### src/rtl/inv_mix_round_unit.sv
// AES decrypt round stage: AddRoundKey followed by InvMixColumns, one column per cycle
// through a single shared GF(2^8) column multiplier, with valid/ready on both sides.
module inv_mix_round_unit (
    input  logic         clk,
    input  logic         rst_n,
    input  logic         in_valid,
    output logic         in_ready,
    input  logic [127:0] state_in,
    input  logic [127:0] round_key,
    input  logic         skip_mix,
    output logic         out_valid,
    input  logic         out_ready,
    output logic [127:0] data_out
);

    typedef enum logic [1:0] {
        ST_IDLE = 2'd0,
        ST_BUSY = 2'd1,
        ST_DONE = 2'd2
    } state_t;

    state_t         state_r;
    state_t         state_next_s;
    logic [1:0]     col_r;
    logic [127:0]   acc_r;
    logic           skip_r;
    logic           accept_s;
    logic           mix_en_s;
    logic [31:0]    col_in_s;
    logic [31:0]    col_mixed_s;

    function automatic logic [7:0] xtime(input logic [7:0] b);
        xtime = {b[6:0], 1'b0} ^ (b[7] ? 8'h1b : 8'h00);
    endfunction

    function automatic logic [7:0] mul09(input logic [7:0] b);
        logic [7:0] x8;
        x8    = xtime(xtime(xtime(b)));
        mul09 = x8 ^ b;
    endfunction

    function automatic logic [7:0] mul0b(input logic [7:0] b);
        logic [7:0] x2;
        logic [7:0] x8;
        x2    = xtime(b);
        x8    = xtime(xtime(x2));
        mul0b = x8 ^ x2 ^ b;
    endfunction

    function automatic logic [7:0] mul0d(input logic [7:0] b);
        logic [7:0] x4;
        logic [7:0] x8;
        x4    = xtime(xtime(b));
        x8    = xtime(x4);
        mul0d = x8 ^ x4 ^ b;
    endfunction

    function automatic logic [7:0] mul0e(input logic [7:0] b);
        logic [7:0] x2;
        logic [7:0] x4;
        logic [7:0] x8;
        x2    = xtime(b);
        x4    = xtime(x2);
        x8    = xtime(x4);
        mul0e = x8 ^ x4 ^ x2;
    endfunction

    // Row r0 is the most significant byte of the column word.
    function automatic logic [31:0] inv_mix_col(input logic [31:0] c);
        logic [7:0] a0;
        logic [7:0] a1;
        logic [7:0] a2;
        logic [7:0] a3;
        a0 = c[31:24];
        a1 = c[23:16];
        a2 = c[15:8];
        a3 = c[7:0];
        inv_mix_col = {mul0e(a0) ^ mul0b(a1) ^ mul0d(a2) ^ mul09(a3),
                       mul09(a0) ^ mul0e(a1) ^ mul0b(a2) ^ mul0d(a3),
                       mul0d(a0) ^ mul09(a1) ^ mul0e(a2) ^ mul0b(a3),
                       mul0b(a0) ^ mul0d(a1) ^ mul09(a2) ^ mul0e(a3)};
    endfunction

    assign accept_s = in_valid && (state_r == ST_IDLE);
    assign mix_en_s = (state_r == ST_BUSY) && !skip_r;

    // FSM state register.
    always_ff @(posedge clk or negedge rst_n) begin
        if (!rst_n) begin
            state_r <= ST_IDLE;
        end else begin
            state_r <= state_next_s;
        end
    end

    // Next-state logic; a skip round still spends one cycle in BUSY without touching acc.
    always_comb begin
        state_next_s = state_r;
        case (state_r)
            ST_IDLE: begin
                if (in_valid) begin
                    state_next_s = ST_BUSY;
                end else begin
                    state_next_s = ST_IDLE;
                end
            end
            ST_BUSY: begin
                if (skip_r || (col_r == 2'd3)) begin
                    state_next_s = ST_DONE;
                end else begin
                    state_next_s = ST_BUSY;
                end
            end
            ST_DONE: begin
                if (out_ready) begin
                    state_next_s = ST_IDLE;
                end else begin
                    state_next_s = ST_DONE;
                end
            end
            default: state_next_s = ST_IDLE;
        endcase
    end

    // Select the column currently being transformed.
    always_comb begin
        col_in_s = 32'h0000_0000;
        case (col_r)
            2'd0:    col_in_s = acc_r[127:96];
            2'd1:    col_in_s = acc_r[95:64];
            2'd2:    col_in_s = acc_r[63:32];
            2'd3:    col_in_s = acc_r[31:0];
            default: col_in_s = 32'h0000_0000;
        endcase
    end

    assign col_mixed_s = inv_mix_col(col_in_s);

    // Accumulator, skip flag and column counter; col wraps to 0 exactly as BUSY exits.
    always_ff @(posedge clk or negedge rst_n) begin
        if (!rst_n) begin
            acc_r  <= 128'h0;
            skip_r <= 1'b0;
            col_r  <= 2'd0;
        end else if (accept_s) begin
            acc_r  <= state_in ^ round_key;
            skip_r <= skip_mix;
            col_r  <= 2'd0;
        end else if (mix_en_s) begin
            case (col_r)
                2'd0:    acc_r[127:96] <= col_mixed_s;
                2'd1:    acc_r[95:64]  <= col_mixed_s;
                2'd2:    acc_r[63:32]  <= col_mixed_s;
                2'd3:    acc_r[31:0]   <= col_mixed_s;
                default: acc_r         <= acc_r;
            endcase
            col_r <= col_r + 2'd1;
        end else begin
            acc_r  <= acc_r;
            skip_r <= skip_r;
            col_r  <= col_r;
        end
    end

    assign in_ready  = (state_r == ST_IDLE);
    assign out_valid = (state_r == ST_DONE);
    assign data_out  = acc_r;

endmodule

### config.mk
export PLATFORM = sky130hd
export DESIGN_NAME = inv_mix_round_unit
export DESIGN_NICKNAME = d
export VERILOG_FILES = /design/src/rtl/inv_mix_round_unit.sv
export SDC_FILE = /design/constraint.sdc
export NUM_CORES = 1
export LEC_CHECK = 0
export CAP_MARGIN = 10
export CELL_PAD_IN_SITES_DETAIL_PLACEMENT = 1
export CELL_PAD_IN_SITES_GLOBAL_PLACEMENT = 1
export CORE_UTILIZATION = 36
export CTS_CLUSTER_SIZE = 25
export DETAILED_ROUTE_END_ITERATION = 8
export GPL_ROUTABILITY_DRIVEN = 0
export PLACE_DENSITY = 0.95
export SLEW_MARGIN = 20
export SYNTH_ARGS = -nofsm -noshare
export SYNTH_HDL_FRONTEND = slang
export SYNTH_SLANG_ARGS = --single-unit
### constraint.sdc
create_clock -name clk -period 9.4 [get_ports clk]
set_clock_uncertainty 0.1 [all_clocks]
set_input_delay 2.35 -clock clk [delete_from_list [all_inputs] [get_ports clk]]
set_output_delay 2.35 -clock clk [all_outputs]
set_load 0.02 [all_outputs]
Word-level counts from Yosys, hierarchy flattened
Cells that the tools add are included. Widths: inputs -> output; s select.

Input port bits: 261. Bits in registers: 133.

Equal/unequal tests: 5. Multiplexer cells: 25. Bitwise logic cells: 49. Reduce and logical (&&, ||, !) cells: 15. Add/sub/neg operators: 1.

Operator list (number): $xor 8x8->8 (39); $mux 128 (2); $mux 32 (4); $pmux 32 s4 (1); $xor 128x128->128 (1); $xor 8x5->8 (9); $mux 5 (12); $reduce_bool 2->1 (5); $mux 2 (4); $reduce_and 2->1 (4); $eq 2x2->1 const B (3); $pmux 2 s3 (1); $eq 2x1->1 const B (2); $logic_not 2->1 (2); $add 2x1->2 const B (1); $logic_and 1x1->1 (2); $logic_not 1->1 (1); $logic_or 1x1->1 (1); $mux 1 (1).

Longest topological paths before layout
Gate-level depths: netlist of run 1.

Depth in word-level cells: 16. Gate-level depth with buffers: 15.

Least setup slack after synthesis of run 1
No wires, ideal clock.

Path type: input to register. Start: in in_valid. End: reg acc_r[82], in the netlist data_out[82]. Buffers on the path: 2. Arrival time: 3.486 ns. Slack: 5.736 ns. Stages: 6. Setup time: 0.077 ns. Cells stage by stage: and2_1 > clkbuf_1 > nor2_1 > clkbuf_1 > a21oi_1 > a21oi_1.

Longest elaborated chain between the ends: 3. Elaborated cells between the ends (all ways): 5.

Ends and longest elaborated chain: start, declared (RTL line 6) `input logic in_valid,`; $logic_and 1x1->1 (*) (RTL line 84) `assign accept_s = in_valid && (state_r == ST_IDLE);`; $reduce_bool 2->1 (no source line); $reduce_and 2->1 (no source line); end signal, assigned (RTL line 146) `acc_r <= state_in ^ round_key;`; end signal, assigned (RTL line 152) `2'd1: acc_r[95:64] <= col_mixed_s;`; end signal, assigned (RTL line 155) `default: acc_r <= acc_r;`; end, declared (RTL line 25) `logic [127:0] acc_r;`.

Mark *: on every way between the ends. The rest lies on a longest branch, timed or not. A chain may end at the register's enable or synchronous reset.

Worst setup path after layout of run 1
Start: in in_valid. End: reg acc_r[124], in the netlist data_out[124].

The elaborated chain is that of the path after synthesis.

==> results of run 1 <==
==> area by class of cell <==
cell class                      instances  area [µm²]
Inverter                               11        41.3
Tap cell                              384         480
Multi-Input combinational cell        941        6770
Clock buffer                           17         425
Fill cell                            3209       13300
Sequential cell                       133        3330
Clock inverter                         14         174
Timing Repair Buffer                  412        4060
==> metal layers <==
metal  vias up  global-route usage  wire (µm)  part of all wire
met2       692               0.546      23500              0.49
met4         0               0.205       2920             0.061
met5         -                   0          0                 0
li1       4682                   -          -                 -
met1      5381               0.361      17100              0.36
met3       203              0.0799       4390             0.092
==> Yosys cell counts (all sizes together), types with 2 or more instances <==
library cell / count
xor2: 183
xnor2: 148
dfrtp: 133
a21oi: 129
o21ai: 106
nor2: 105
nand2: 103
clkbuf: 52
a222oi: 33
buf: 28
xnor3: 28
a22oi: 22
a31oi: 16
mux2i: 15
o22ai: 12
inv: 10
nor2b: 10
o31ai: 6
and2: 5
ha: 5
a22o: 3
a21o: 2
a2bb2oi: 2
xor3: 2
==> flip-flops by register name (all words and copies together) (netlist names) <==
register  flops
col_r         2
data_out    128
skip_r        1
state_r       2
==> worst min-delay path: stages (launching register included) <==
cell	delay [ns]
dfrtp_1	0.36
nand2_1	0.05
o21ai_0	0.06
==> worst max-delay path by stage <==
| stage | from | slack [ns] | end |
|---|---|---|---|
| 6_report | in_valid | 4.42 | data_out[124] |
| 5_1_grt | in_valid | 4.32 | data_out[124] |
| 4_1_cts | in_valid | 4.48 | data_out[101] |
| 3_5_place_dp | in_valid | 4.02 | data_out[101] |
| 3_3_place_gp | in_valid | 4.22 | data_out[101] |
| 2_1_floorplan | in_valid | 5.74 | data_out[82] |
==> kinds of logic after synthesis <==
family | Yosys count | share of synthesized area
xor+xnor | 361 | 0.346
compound gates | 334 | 0.190
simple gates | 225 | 0.0858
flops | 133 | 0.318
buf+inv | 91 | 0.0379
mux | 16 | 0.0158
fa+ha+maj | 5 | 0.00598
==> per-stage QoR <==
step	hold WS [ns]	area, µm²	worst slack (ns)
3_3_place_gp	0.389	14700	4.22
6_report	0.411	15300	4.42
5_1_grt	0.446	15300	4.32
2_1_floorplan	0.421	10500	5.74
3_5_place_dp	0.400	14700	4.02
4_1_cts	0.414	15300	4.48
==> cells in the final DEF, fill, tap and decap left out, drive strengths merged, types with 3 or more instances in the layout <==
cell	count
a21oi	129
a222oi	33
a22o	3
a22oi	22
a31oi	16
and2	5
buf	21
bufinv	3
clkbuf	19
clkdlybuf4s50	389
clkinv	6
dfrtp	133
ha	5
inv	15
mux2i	15
nand2	103
nor2	105
nor2b	10
o21ai	106
o22ai	12
o31ai	6
xnor2	148
xnor3	28
xor2	183
==> metrics.cfg, run 1 <==
[run_status]
status=finished, final reports clean

[clock_tree]
cts-root-buf=clkbuf_16
cts.htree.levels=4
cts_resized=0
cts_tree=yes
cts-buffers-inserted=17
clock_path_buffers=2
clock_sinks=133
cts_hold_buf=0
clkTransAtPathRegs_ns=0.06
clock_latency_ns=0.45
postCtsSetupBuffers=0

[global_routing]
grt_pass1_vias=11849
grt_overflow=0
grt_max_degree=91
antenna_found_initial=0
grt.total_usage=0.322
grt_pass1_wl_um=70100

[worst_setup_path]
critical-path-slowest-cell=buf_4
path_depth=7
cp_cell_sequence=clkdlybuf4s50_1 -> and2_4 -> buf_4 -> nor2_2 -> buf_4 -> a22oi_1 -> o21ai_0
worstPathRequired_ns=9.60
startpoint_type=primary input
slowest_delay_ns=0.62
r2r_slack_ns=4.65
crit_type=primary input to register
r2r-start=col_r[0]
cp-end-kind=register
ff2ff_path_depth=12
worstReg2RegEnd=data_out[44]
worst-path-buf-inv=3
cpMostUsedCell=buf_4
critical-path-top-delay-family=buffers and inverters
cp.arrival_ns=5.19
crit_fanout=50

[drt]
viasPerCell=5.73
drt_iter0_markers=949
drc=0
wl_per_cell_um=25.1
antenna_left=0
vias=10958
drt-total-wl_um=47900
drtPass1Iterations=7

[yosys]
syn_area_um2=10500
synth_top_flop_cell=dfrtp_1
ys_seq_area_frac=0.318
synth_top_cell_area_share=0.318
synth_edf_count=0
syn-num-nets=1431
yosysWarnings=0
ys_ff_latch=133
synth.distinct_cells=43
ys_async_sr_fraction=1.00
synthTopCellsByArea=dfrtp_1 32%, xor2_1 15%, xnor2_1 12%, a21oi_1 6.1%, xnor3_1 5.8%
syn_avg_cell_area_um2=8.97
yosysTopAreaCell=dfrtp_1
syn_inst=1165

[timing]
worst_slew_pin_slew_ns=1.05
period_share=0.530
fin_crit_ns=4.98
finalSetupViolations=0
rsz0062_at_grt=false
slew_viol_final=0
max_slew_margin=0.297
fmax_mhz=201
tns_ns=0
hold_viol_final=0

[min_path]
hp-class=register to register
hold_depth=2
hold_end=data_out[88]
hp-start=data_out[88]

[run]
drv_cap=0

[cells_and_area]
area_delta_synth_final_pct=46.2
final_cells=1912
drive_gt1_frac=0.0524
final_util=0.534
antenna_cells=0
fin_nets=1782

[placed_design]
place_inst=1878
portBuffers=390
hpwl_um=35000

[die]
die_h_um=172
coreArea_um2=28600
start_util=0.365
num_rows=62
die_w_um=172
die_area_um2=29700
ios=391

Power of run 1 is not shown: default switching activity piles up to over one toggle a cycle in this logic, so the estimate is an artifact.
==> run 2, diff against run 1 <==
CORE_UTILIZATION = 30   (was 36)
PLACE_DENSITY = 0.88   (was 0.95)
clock period = 4.3 ns   (was 9.4 ns; I/O delays follow)
==> run 2 against run 1 <==
Via count increased by 0.46%; highest routed layer unchanged; critical endpoint is now data_out[75]; non-clock buffer count increased by 18; setup slack got worse by 4.3 ns; worst hold slack improved by 0.039 ns; sequential share of layout area decreased by 0.35 points; first-iteration DRC count increased by 18%; clock-buffer cell count unchanged; core utilization decreased by 8.3 points; final cell count increased by 4.7%; flip-flop and latch count unchanged; register-to-register slack got worse by 4.5 ns; die area increased by 20%; critical path type is now register to register.
==> metrics.cfg, run 2 (synthesized netlist as in run 1, its figures left out) <==
[cells_and_area]
drive_gt1_frac=0.0640  ; was 0.0524
fill_cells=3933  ; was 3209
fin_nets=1800  ; was 1782
antenna_cells=0  ; unchanged
final_cells=2002  ; was 1912
multiInputGateArea_um2=6770  ; about the same
final_cell_mix=389 x clkdlybuf4s50_1, 182 x xor2_1, 144 x xnor2_1  ; unchanged
largest_reg_flops=128  ; unchanged
seqCellArea_um2=3330  ; unchanged
final_common_cell=clkdlybuf4s50_1  ; unchanged
postLayoutCellArea_um2=15500  ; was 15300 µm²
area_delta_synth_final_pct=48.6  ; was 46.2%

[timing]
slew_viol_final=0  ; unchanged
fin_crit_ns=4.14
period_share=0.964
final.setup.worst_slack_ns=0.155  ; was 4.42 ns
fmax_mhz=241
worst_slew_pin_slew_ns=1.12  ; was 1.05 ns
rsz0062_at_grt=false  ; unchanged
finalSetupViolations=0  ; unchanged
max_slew_margin=0.255  ; was 0.297
hold_viol_final=0  ; unchanged
tns_ns=0  ; unchanged

[drt]
viasPerCell=5.50  ; was 5.73
vias=11008  ; was 10958
drt-total-wl_um=50200  ; was 47900 µm
drc=0  ; unchanged
antenna_left=0  ; unchanged
drt_iter0_markers=1121  ; was 949
wl_per_cell_um=25.1  ; about the same
drtPass1Iterations=6  ; was 7

[worst_setup_path]
path_depth=12  ; was 7
worst-path-buf-inv=3  ; unchanged
cp-end-kind=register  ; unchanged
r2r-start=col_r[1]  ; was col_r[0]
cp.arrival_ns=4.35  ; was 5.19 ns
critical-path-top-delay-family=XOR/XNOR gates  ; was buffers and inverters
ff2ff_path_depth=12  ; unchanged
cp_cell_sequence=inv_1 -> ha_2 -> buf_4 -> a222oi_1 -> buf_4 -> xor2_1 -> xnor2_1 -> a21oi_2 -> xnor3_1 -> xnor3_1 -> nor2_1 -> o21ai_1  ; was clkdlybuf4s50_1 -> and2_4 -> buf_4 -> nor2_2 -> buf_4 -> a22oi_1 -> o21ai_0
crit_fanout=18  ; was 50
critical-path-slowest-cell=dfrtp_1  ; was buf_4
r2r_slack_ns=0.16  ; was 4.65 ns
critPathLaunch=col_r[1]  ; was in_valid
startpoint_type=register  ; was primary input
crit_type=register to register  ; was primary input to register
slowest_delay_ns=0.45  ; was 0.62 ns
worstPathRequired_ns=4.50  ; was 9.60 ns

[min_path]
hp-class=register to register  ; unchanged
hp-start=data_out[49]  ; was data_out[88]
hold_depth=2  ; unchanged

[die]
die_w_um=189  ; was 172 µm
die_h_um=189  ; was 172 µm
num_rows=68  ; was 62
die_area_um2=35600  ; was 29700 µm²
start_util=0.303  ; was 0.365
coreArea_um2=34500  ; was 28600 µm²
ios=391  ; unchanged

[global_routing]
grt_overflow=0  ; unchanged
grt_pass1_vias=12115  ; was 11849
grt.total_usage=0.278  ; was 0.322
antenna_found_initial=0  ; unchanged
grt_max_degree=89  ; was 91
grt_pass1_wl_um=74600  ; was 70100 µm

[clock_tree]
cts_tree=yes  ; unchanged
clock_path_buffers=2  ; unchanged
clkTransAtPathRegs_ns=0.07  ; was 0.06 ns
clock_latency_ns=0.44  ; was 0.45 ns
cts.htree.levels=4  ; unchanged
clock_sinks=133  ; unchanged
cts-root-buf=clkbuf_16  ; unchanged
cts_hold_buf=0  ; unchanged
cts-buffers-inserted=17  ; unchanged

[placed_design]
placed_area_um2=14900  ; was 14700 µm²
place_inst=1968  ; was 1878
place_ws_ns=0.332  ; was 4.02 ns
hpwl_um=38100  ; was 35000 µm
portBuffers=390  ; unchanged

[run_status]
status=finished, final reports clean  ; unchanged

[run]
drv_cap=0  ; unchanged

run 2: area by class of cell:
class	instances	share of cell area
Multi-Input combinational cell	941	0.436
Clock buffer	17	0.0274
Inverter	11	0.00266
Sequential cell	133	0.214
Clock inverter	15	0.0109
Tap cell	455	0.0366
Timing Repair Buffer	430	0.272
run 2: layer usage:
layer,track usage,up-vias,wire (µm)
li1,-,4743,-
met3,0.0559,158,4070
met5,0,-,0
met4,0.139,0,2310
met2,0.477,672,24700
met1,0.330,5435,19100
run 2: worst min-delay path, cell delays in order, from the launching register on:
cell and delay [ns]:
dfrtp_1 0.38, nand2_1 0.06, o21ai_0 0.07
run 2: worst paths after layout:
| path | to |
|---|---|
| max in group asynchronous | data_out[100] |
| min in group asynchronous | data_out[55] |
| setup reg to reg | data_out[75] |
| setup / recovery | data_out[75] |
| hold reg to reg | data_out[49] |
| hold / removal | data_out[49] |
run 2: timing repair:
item / 4_1_cts / 5_1_grt
gates resized for setup: 0 / 1
setup buffers: 0 / 2
setup endpoints to repair: 0 / 2
run 2: stage by stage:
| step | util | hold slack, ns |
|---|---|---|
| global route | 0.451 | 0.470 |
| detailed placement | 0.433 | 0.437 |
| finish | 0.451 | 0.449 |
| CTS | 0.450 | 0.451 |
| floorplan | - | 0.421 |
| global placement | 0.433 | 0.404 |
Power of run 2 is left out for the same reason.
==> run 3, diff against run 2 <==
CORE_UTILIZATION = 31   (was 30)
CTS_BUF_LIST = sky130_fd_sc_hd__clkbuf_8   (was unset)
PLACE_DENSITY = 0.91   (was 0.88)
==> run 3 against run 2 <==
Core utilization grew 2.0 points; design area shrank 0.47%; non-clock buffer count grew 8; via count grew 0.16%; die area shrank 3.2%; final cell count shrank 0.25%; wire length shrank 1.7%; clock-buffer cell count grew 1; global-route usage grew 0.63 points; sequential share of layout area grew 0.10 points; highest routed layer unchanged.
==> metrics.cfg, run 3 (synthesized netlist as in run 1, its figures left out) <==
[run_status]
status=finished, final reports clean  ; unchanged

[drt]
drc=0  ; unchanged
viasPerCell=5.52  ; was 5.50
drt-total-wl_um=49400  ; was 50200 µm
vias=11026  ; was 11008
drt_iter0_markers=1024  ; was 1121
drtPass1Iterations=8  ; was 6
wl_per_cell_um=24.7  ; was 25.1 µm
antenna_left=0  ; unchanged

[global_routing]
grt_max_degree=93  ; was 89
grt_overflow=0  ; unchanged
grt_pass1_vias=11894  ; was 12115
antenna_found_initial=0  ; unchanged
grt_pass1_wl_um=72800  ; was 74600 µm
grt.total_usage=0.285  ; was 0.278

[clock_tree]
cts_hold_buf=0  ; unchanged
cts_tree=yes  ; unchanged
cts-root-buf=clkbuf_8  ; was clkbuf_16
clock_sinks=133  ; unchanged
cts.htree.levels=4  ; unchanged
clock_latency_ns=0.47  ; was 0.44 ns
cts-buffers-inserted=17  ; unchanged
clkTransAtPathRegs_ns=0.09  ; was 0.07 ns
clock_path_buffers=2  ; unchanged

[worst_setup_path]
startpoint_type=register  ; unchanged
crit_type=register to register  ; unchanged
ff2ff_path_depth=10  ; was 12
crit_fanout=19  ; was 18
cp.arrival_ns=4.41  ; was 4.35 ns
r2r-start=col_r[0]  ; was col_r[1]
cp-end-kind=register  ; unchanged
r2r_slack_ns=0.08  ; was 0.16 ns
worstPathRequired_ns=4.50  ; about the same
worstReg2RegEnd=data_out[101]  ; was data_out[75]

[min_path]
hp-class=register to register  ; unchanged
hp-start=data_out[47]  ; was data_out[49]
hold_end=data_out[47]  ; was data_out[49]
hold_depth=2  ; unchanged

[die]
ios=391  ; unchanged
die_h_um=186  ; was 189 µm
start_util=0.318  ; was 0.303
die_w_um=186  ; was 189 µm
coreArea_um2=32900  ; was 34500 µm²
die_area_um2=34500  ; was 35600 µm²
num_rows=66  ; was 68

[cells_and_area]
fin_nets=1808  ; was 1800
drive_gt1_frac=0.0675  ; was 0.0640
final_common_cell=clkdlybuf4s50_1  ; unchanged
fill_cells=3777  ; was 3933
largest_reg_flops=128  ; unchanged
seqCellArea_um2=3330  ; unchanged
antenna_cells=0  ; unchanged
final_cells=1997  ; was 2002
final_cell_mix=389 x clkdlybuf4s50_1, 182 x xor2_1, 144 x xnor2_1  ; unchanged
multiInputGateArea_um2=6790  ; was 6770 µm²
area_delta_synth_final_pct=47.9  ; was 48.6%

[timing]
worst_slew_pin_slew_ns=1.01  ; was 1.12 ns
period_share=0.980  ; was 0.964
slew_viol_final=0  ; unchanged
final.setup.worst_slack_ns=0.0839  ; was 0.155 ns
finalSetupViolations=0  ; unchanged
hold_ws_ns=0.430  ; was 0.449 ns
hold_viol_final=0  ; unchanged
rsz0062_at_grt=true  ; was false
fin_crit_ns=4.22  ; was 4.14 ns
fmax_mhz=237  ; was 241 MHz
max_slew_margin=0.324  ; was 0.255

[placed_design]
hpwl_um=38900  ; was 38100 µm
place_inst=1961  ; was 1968
place_ws_ns=0.132  ; was 0.332 ns
portBuffers=390  ; unchanged

[run]
drv_cap=0  ; unchanged

[run 3: cell types whose count changed in the layout (fill, tap and decap cells not counted), sizes merged]
cell      before  now
clkbuf        17   18
buf           41   49
clkinvlp       2    3
inv           18   12
bufinv         2    5
clkinv         4    5
[run 3: final cells by class]
cell class | count | share of cell area
multi-input combinational | 941 | 0.439
tap | 442 | 0.0358
timing repair buffer | 438 | 0.277
clock buffer | 18 | 0.0160
clock inverter | 14 | 0.0135
sequential | 133 | 0.215
inverter | 11 | 0.00267
[run 3: routing by layer]
metal  GRT usage  up-vias  part of all wire
met4       0.156        0             0.051
li1            -     4751                 -
met3      0.0636      168             0.084
met1       0.324     5458              0.37
met5           0        -                 0
met2       0.495      649              0.50
[run 3: repair_timing]
item                                    4_1_cts  5_1_grt
setup buffers                                 0        4
gates resized for setup                       0        3
endpoints found under the setup margin        0       14
[run 3: worst max path at each step]
| stage | start | to | slack, ns |
|---|---|---|---|
| after CTS | col_r[0] | data_out[118] | 0.10 |
| after global routing | col_r[0] | data_out[101] | -0.04 |
| after global placement | col_r[0] | data_out[86] | 0.40 |
| after detailed placement | col_r[0] | data_out[99] | 0.13 |
| after floorplan | col_r[0] | data_out[107] | 0.74 |
| final | col_r[0] | data_out[101] | 0.08 |
[run 3: through the flow]
step | area (µm²) | setup TNS (ns) | util
final | 15500 | 0 | 0.470
after global routing | 15500 | -0.0593 | 0.470
after CTS | 15400 | 0 | 0.469
after detailed placement | 14900 | 0 | 0.455
after global placement | 14900 | 0 | 0.455
after floorplan | 10500 | 0 | -
[run 3: critical path: stages (launching register included)]
cell,delay (ns)
dfrtp_1,0.49
inv_1,0.17
ha_4,0.29
a222oi_1,0.38
buf_4,0.26
xor2_1,0.08
a21oi_1,0.51
xnor3_1,0.66
xnor3_1,0.48
xnor2_1,0.44
a222oi_1,0.18
Power of run 3 is left out for the same reason.
